**config.mk**
```make
export PLATFORM = sky130hd
export DESIGN_NAME = add_round_key_stage
export DESIGN_NICKNAME = d
export VERILOG_FILES = /design/src/rtl/add_round_key_stage.sv
export SDC_FILE = /design/constraint.sdc
export NUM_CORES = 1
export LEC_CHECK = 0
export ABC_AREA = 1
export CORE_MARGIN = 2
export CORE_UTILIZATION = 25
export CTS_BUF_LIST = sky130_fd_sc_hd__clkbuf_8
export CTS_CLUSTER_SIZE = 14
export DETAILED_ROUTE_END_ITERATION = 16
export GPL_TIMING_DRIVEN = 0
export SETUP_SLACK_MARGIN = 0.1
export SLEW_MARGIN = 10
export SYNTH_ARGS = -nofsm -noshare
export SYNTH_HDL_FRONTEND = slang
export SYNTH_SLANG_ARGS = --single-unit
```
**constraint.sdc**
```tcl
create_clock -name clk -period 8.6 [get_ports clk]
set_input_delay 0.86 -clock clk [delete_from_list [all_inputs] [get_ports clk]]
set_output_delay 0.86 -clock clk [all_outputs]
set_load 0.05 [all_outputs]
```
**src/rtl/add_round_key_stage.sv**
```systemverilog
// AddRoundKey pipeline stage: XORs each incoming AES state with the next round key
// taken in order from a small key FIFO; registered output with valid/ready flow control.
module add_round_key_stage #(
  parameter int DATA_W    = 128,
  parameter int KEY_DEPTH = 4
) (
  input  logic                       clk,
  input  logic                       reset,
  input  logic                       valid_in,
  input  logic [DATA_W-1:0]          data_in,
  output logic                       ready_out,
  input  logic                       key_valid,
  input  logic [DATA_W-1:0]          key_in,
  output logic                       key_ready,
  output logic [$clog2(KEY_DEPTH):0] key_count,
  output logic                       valid_out,
  output logic [DATA_W-1:0]          data_out,
  input  logic                       ready_in
);

  localparam int PTR_W = $clog2(KEY_DEPTH);
  localparam int CNT_W = PTR_W + 1;
  localparam logic [CNT_W-1:0] DEPTH_C = CNT_W'(KEY_DEPTH);

  if (KEY_DEPTH < 2 || (KEY_DEPTH & (KEY_DEPTH - 1)) != 0) begin : g_bad_depth
    $error("KEY_DEPTH must be a power of 2 and at least 2");
  end

  // Every interface uses the same rule: a beat transfers on a rising edge where the
  // sender's valid and the receiver's ready are both high; a sender holds valid and
  // data stable until that happens, and ready never depends on the partner's valid.

  logic [DATA_W-1:0] key_mem [KEY_DEPTH];
  logic [PTR_W-1:0]  wr_ptr;
  logic [PTR_W-1:0]  rd_ptr;
  logic              push;
  logic              pop;

  // No pass-through when full: a pop in the same cycle does not open a slot.
  assign key_ready = (key_count < DEPTH_C);
  assign ready_out = (key_count != '0) && (!valid_out || ready_in);
  assign push      = key_valid && key_ready;
  assign pop       = valid_in && ready_out;

  always_ff @(posedge clk) begin
    if (reset && push) begin
      key_mem[wr_ptr] <= key_in;
    end
  end

  always_ff @(posedge clk) begin
    if (!reset) begin
      wr_ptr    <= '0;
      rd_ptr    <= '0;
      key_count <= '0;
    end else begin
      if (push) begin
        wr_ptr <= wr_ptr + PTR_W'(1);
      end
      if (pop) begin
        rd_ptr <= rd_ptr + PTR_W'(1);
      end
      unique case ({push, pop})
        2'b10:   key_count <= key_count + CNT_W'(1);
        2'b01:   key_count <= key_count - CNT_W'(1);
        default: key_count <= key_count;
      endcase
    end
  end

  // data_out keeps its last value after a drain so a late observer still sees it.
  always_ff @(posedge clk) begin
    if (!reset) begin
      valid_out <= 1'b0;
      data_out  <= '0;
    end else if (pop) begin
      valid_out <= 1'b1;
      data_out  <= data_in ^ key_mem[rd_ptr];
    end else if (ready_in) begin
      valid_out <= 1'b0;
    end
  end

endmodule
```
* Yosys cells after proc, flatten, opt, wreduce, memory -nomap -nowiden *
Memories as Yosys holds them, arrays and structs flattened. A register that Yosys moved wholly into a read port is not among the register bits.
Index checks and enable logic that the tools add are counted.

word-level totals
  word-level logic and storage cells = 30
  latch bits = 0
  register bits = 136
  memory bits (writable) = 512
  memory bits (read-only) = 0
  bits of input ports = 261
  memories kept = 1
  output and inout bits = 134

operators by class
  reductions and logical operators = 9
  bitwise gates (word level) = 1
  $mul = 0
  add/sub/neg operators = 4
  magnitude comparators = 1
  shifts and indexed selects = 0
  muxes and demuxes = 7
  divide/modulo/power cells = 0
  equal/unequal tests = 2

memory list
  memory   depth  width  read ports  clocked after memory_dff  write ports  RTL line  source
  key_mem  4      128    1           1                         1            33        logic [DATA_W-1:0] key_mem [KEY_DEPTH];

operators by type and width
  operator                                           number
  XOR 128 bit                                        1
  case mux 3 bit (2 select lines)                    1
  adder 2 x 1 -> 2 bit, second input constant        2
  logical AND 1 bit                                  4
  2-to-1 mux 1 bit                                   4
  2-to-1 mux 2 bit                                   2
  nonzero test 2 bit                                 2
  adder 3 x 1 -> 3 bit, second input constant        1
  less-than comparator 3 bit, second input constant  1
  nonzero test 3 bit                                 1
  subtractor 3 x 1 -> 3 bit, second input constant   1
  == test 2 x 1 -> 1 bit, second input constant      1
  == test 2 bit, second input constant               1
  logical NOT 1 bit                                  1
  logical OR 1 bit                                   1

* Logic depth before layout (Yosys ltp) *
  depth after elaboration = 6
  mapped depth = 12
  mapped depth without buffers = 11

* Worst setup path after synthesis *
Ideal clock, no wire load.

  path type = input to register
  start point = input port reset
  end point = memory key_mem[0][0], enable pin
  buffers on the path = 0
  required time = 7983 ps
  path slack = 1649 ps
  setup time = 617 ps
  cell stages on the path = 2
  arrival time = 6334 ps
  cells stage by stage = nand3_1 nor2_1

on the way
  longest elaborated chain between the ends = 3

ends and longest elaborated chain
  element                                 RTL line  source
  start: declaration                      8         input logic reset,
  logical AND 1 bit                       46        if (reset && push) begin
  2-to-1 mux 1 bit                        46
  2-to-1 mux 1 bit (not written as such)  47        key_mem[wr_ptr] <= key_in;
  end: declaration                        33

Every way passes these cells.

* Worst setup path after layout *
  start point = input port ready_in
  end point = output port ready_out

on the way
  longest elaborated chain between the ends = 2

ends and longest elaborated chain
  element             RTL line  source
  start: declaration  18        input logic ready_in
  logical OR 1 bit    41        assign ready_out = (key_count != '0) && (!valid_out || ready_in);
  logical AND 1 bit   41
  end: declaration    11        output logic ready_out,

Every way passes these cells.

==> flow_summary_export.csv <==
group,metric,value,unit
status,status,"complete, no violations",
min_path,hold_path_class,"register to register",
sta,setup_viol,0,
drt,detail-route-antenna-nets,0,
clock_tree,numCtsBuffers,113,
run,drv_cap,0,
clock_tree,cts.sinks,650,
yosys,yosys_warnings,0,
clock_tree,clk_latency,0.76,ns
floorplan,ios,395,
yosys,synth_adder_area_share,0.003032,
power_and_ir_drop,pwr_density_cell,299.1,nW/um^2
global_route,grt_pass1_wl,123500,um
global_route,grt_usage,0.1509,
floorplan,die_area,111600,sq um
layout,register_area,18140,sq um
yosys,synth_top_family_by_area,"simple AND/OR/NAND/NOR gates",
yosys,synth_compound_area_frac,0.02628,
layout,syn_to_final_growth,31.17,%
critical_path,max_stage_delay,0.79,ns
global_route,grt_pass1_vias,19620,
critical_path,crit_chain,"clkdlybuf4s50_1, inv_1, nand2_1, nand2_1, inv_1, clkdlybuf4s50_1",
critical_path,r2r_cells,12,
clock_tree,path_clk_slew,0.06,ns
sta,final_hold_viol_count,0,
yosys,synth_nets,3019,
clock_tree,ctsResizeCount,0,
drt,viasPerCell,4.255,
yosys,synth-seq-area-share,0.6659,
floorplan,start_util,0.2513,
yosys,synthMuxAreaShare,0,
drt,drcViolationCount,0,
power_and_ir_drop,p_leak,14.61,nW
clock_tree,clockBufferDepth,3,
placement,io_buffers,394,
placement,place_hpwl,58550,um
sta,slew_viol_final,0,
layout,post-route-util,0.3296,
critical_path,crit_type,"input port to output port",
yosys,synth_area,27240,sq um
critical_path,r2r_slack,5.94,ns
drt,drtIter0Drc,1443,
drt,wl_per_cell,17.87,um
floorplan,core_area,108400,sq um
yosys,synthCells,2752,
layout,design_area,35720,sq um
clock_tree,root_buffer,"clkbuf_8",
critical_path,cp_max_fo,3,
critical_path,r2r_start,"key_count[1]$_SDFFE_PN0P_",
sta,max-slew-margin-rel,0.3719,
floorplan,die_h,334.1,um
placement,dpl_cell_area,33510,sq um
min_path,hold_path.startpoint,"rd_ptr[1]$_SDFFE_PN0P_",
drt,drt_first_pass_iters,5,
placement,finalWeightedCongestion,0.7577,
drt,wl,85870,um
yosys,synth_seq_cells,650,
min_path,whs_path_depth,2,
yosys,avgSynthCellArea,9.897,sq um
sta,tightest_slew,0.9421,ns
global_route,use_met2,0.2555,
global_route,met1_usage,0.1869,
layout,drive_gt1_frac,0.08341,
sta,holdWs,0.5091,ns
sta,finalCriticalPeriod,3.216,ns
clock_tree,cts.htree.levels,3,
critical_path,critPathLaunchType,"input port",
yosys,synth_xor_area_frac,0.0003216,
yosys,yosysUniqueCellTypes,19,
global_route,antenna_found_initial,22,
critical_path,crit_path_end_kind,"output port",
critical_path,worstPathRequired,7.74,ns
floorplan,die_x,334.1,um
power_and_ir_drop,irDropWorstVdd,183.7,uV
layout,multi_input_area,6839,sq um
global_route,gr-max-usage-layer,"met2",
critical_path,crit_arrival,2.36,ns
sta,timing.fmax,0.3109,GHz
layout,fin_nets,3552,
clock_tree,hold_buffers,0,
yosys,synth-simple-area-share,0.2204,
critical_path,reg2reg_to,"key_count[2]$_SDFFE_PN0P_",
sta,period_share,0.3740,
clock_tree,postCtsSetupBuffers,0,
sta,finClkSkew,0.04887,ns
critical_path,cpMaxStageDelayCell,"clkdlybuf4s50_1",
clock_tree,tritoncts,"yes",
global_route,gr-usage-met3,0.03508,
sta,rsz0062_at_grt,"no",
layout,fillCellCount,10940,
global_route,grt_max_degree,25,
drt,dr_total_vias,20450,
floorplan,row_count,121,
global_route,gr-total-overflow,0,
-- sequential cells by signal (all words and copies together), names as in the netlist, named ones only --
register / flops
key_mem: 512
data_out: 128
key_count: 3
rd_ptr: 2
wr_ptr: 2
valid_out: 1
-- where the power goes --
| group | switching (W) | internal, W |
|---|---|---|
| logic | 0.00272 | 0.00127 |
| registers | 0.000173 | 0.00379 |
| clock network | 0.00132 | 0.00142 |
-- cell families (layout without fill, tap and decap cells) --
logic type / count (synthesis) / count (layout)
AOI/OAI and AO/OA: 143 / 143
xor gates and xnor gates: 1 / 1
and+or+nand+nor: 1424 / 1424
other: 0 / 11
DFF: 650 / 650
buffers and inverters: 528 / 1157
adders and majority gates: 6 / 6
-- worst max path at each step --
| stage | startpoint | to | slack (ns) | depth (start not counted) |
|---|---|---|---|---|
| floorplan | reset | key_mem[0][0]$_DFFE_PP_ | 1.65 | 2 |
| global placement | reset | key_mem[0][19]$_DFFE_PP_ | -4.32 | 3 |
| detailed placement | reset | key_mem[1][19]$_DFFE_PP_ | 4.77 | 7 |
| CTS | ready_in | ready_out | 5.38 | 6 |
| global route | ready_in | ready_out | 5.30 | 6 |
| finish | ready_in | ready_out | 5.38 | 6 |
-- layer usage --
metal  vias to the layer above  part of all wire
met3                       164             0.065
met5                         -            0.0016
li1                      10150                 -
met1                      9543              0.42
met2                       578              0.48
met4                        20             0.029
-- synthesized netlist by cell type, drive strengths merged --
master	instances	area share
clkinv	1	0.00014
clkbuf	23	0.0032
ha	5	0.0023
inv	400	0.055
dfxtp	138	0.10
buf	104	0.026
o21ai	5	0.00092
a21oi	138	0.025
nand2	902	0.12
nand3	515	0.095
fa	1	0.00074
nor2	6	0.00083
xor2	1	0.00032
or2	1	0.00023
edfxtp	512	0.56
-- cells in the final DEF, fill, tap and decap left out, types with 6 or more instances in the layout --
| master | n |
|---|---|
| buf_12 | 17 |
| clkinv_1 | 24 |
| clkbuf_1 | 22 |
| diode_2 | 11 |
| dfxtp_1 | 138 |
| edfxtp_1 | 512 |
| inv_1 | 442 |
| buf_6 | 26 |
| nand2_1 | 902 |
| nand3_1 | 513 |
| clkinv_2 | 8 |
| clkdlybuf4s50_1 | 394 |
| buf_16 | 7 |
| buf_2 | 72 |
| clkbuf_8 | 120 |
| buf_4 | 6 |
| a21oi_1 | 138 |
-- final cells by class --
| type | instances | share of cell area |
|---|---|---|
| clock inverter | 91 | 0.01489 |
| sequential | 650 | 0.5077 |
| timing repair buffer | 418 | 0.1253 |
| inverter | 401 | 0.04213 |
| tap | 1414 | 0.04952 |
| clock buffer | 120 | 0.04623 |
| antenna | 11 | 0.0007705 |
| multi-input combinational | 1574 | 0.1914 |
| buffer | 127 | 0.02199 |
-- worst max-delay path, delay by kind of cell --
family        cells  cell delay [ns]
buf+inv           4             1.34
simple gates      2             0.18
-- stage by stage --
stage | std cells | setup TNS [ns] | setup WS, ns | power, W
finish | 4806 | 0 | 5.384 | 0.01069
global route | 4801 | 0 | 5.302 | 0.01133
CTS | 4795 | 0 | 5.380 | 0.01084
detailed placement | 4584 | 0 | 4.773 | 0.008061
global placement | 4560 | -2161.88 | -4.318 | 0.008034
floorplan | 2752 | 0 | 1.649 | 0.006558
Power figures use the tool's default switching activity.
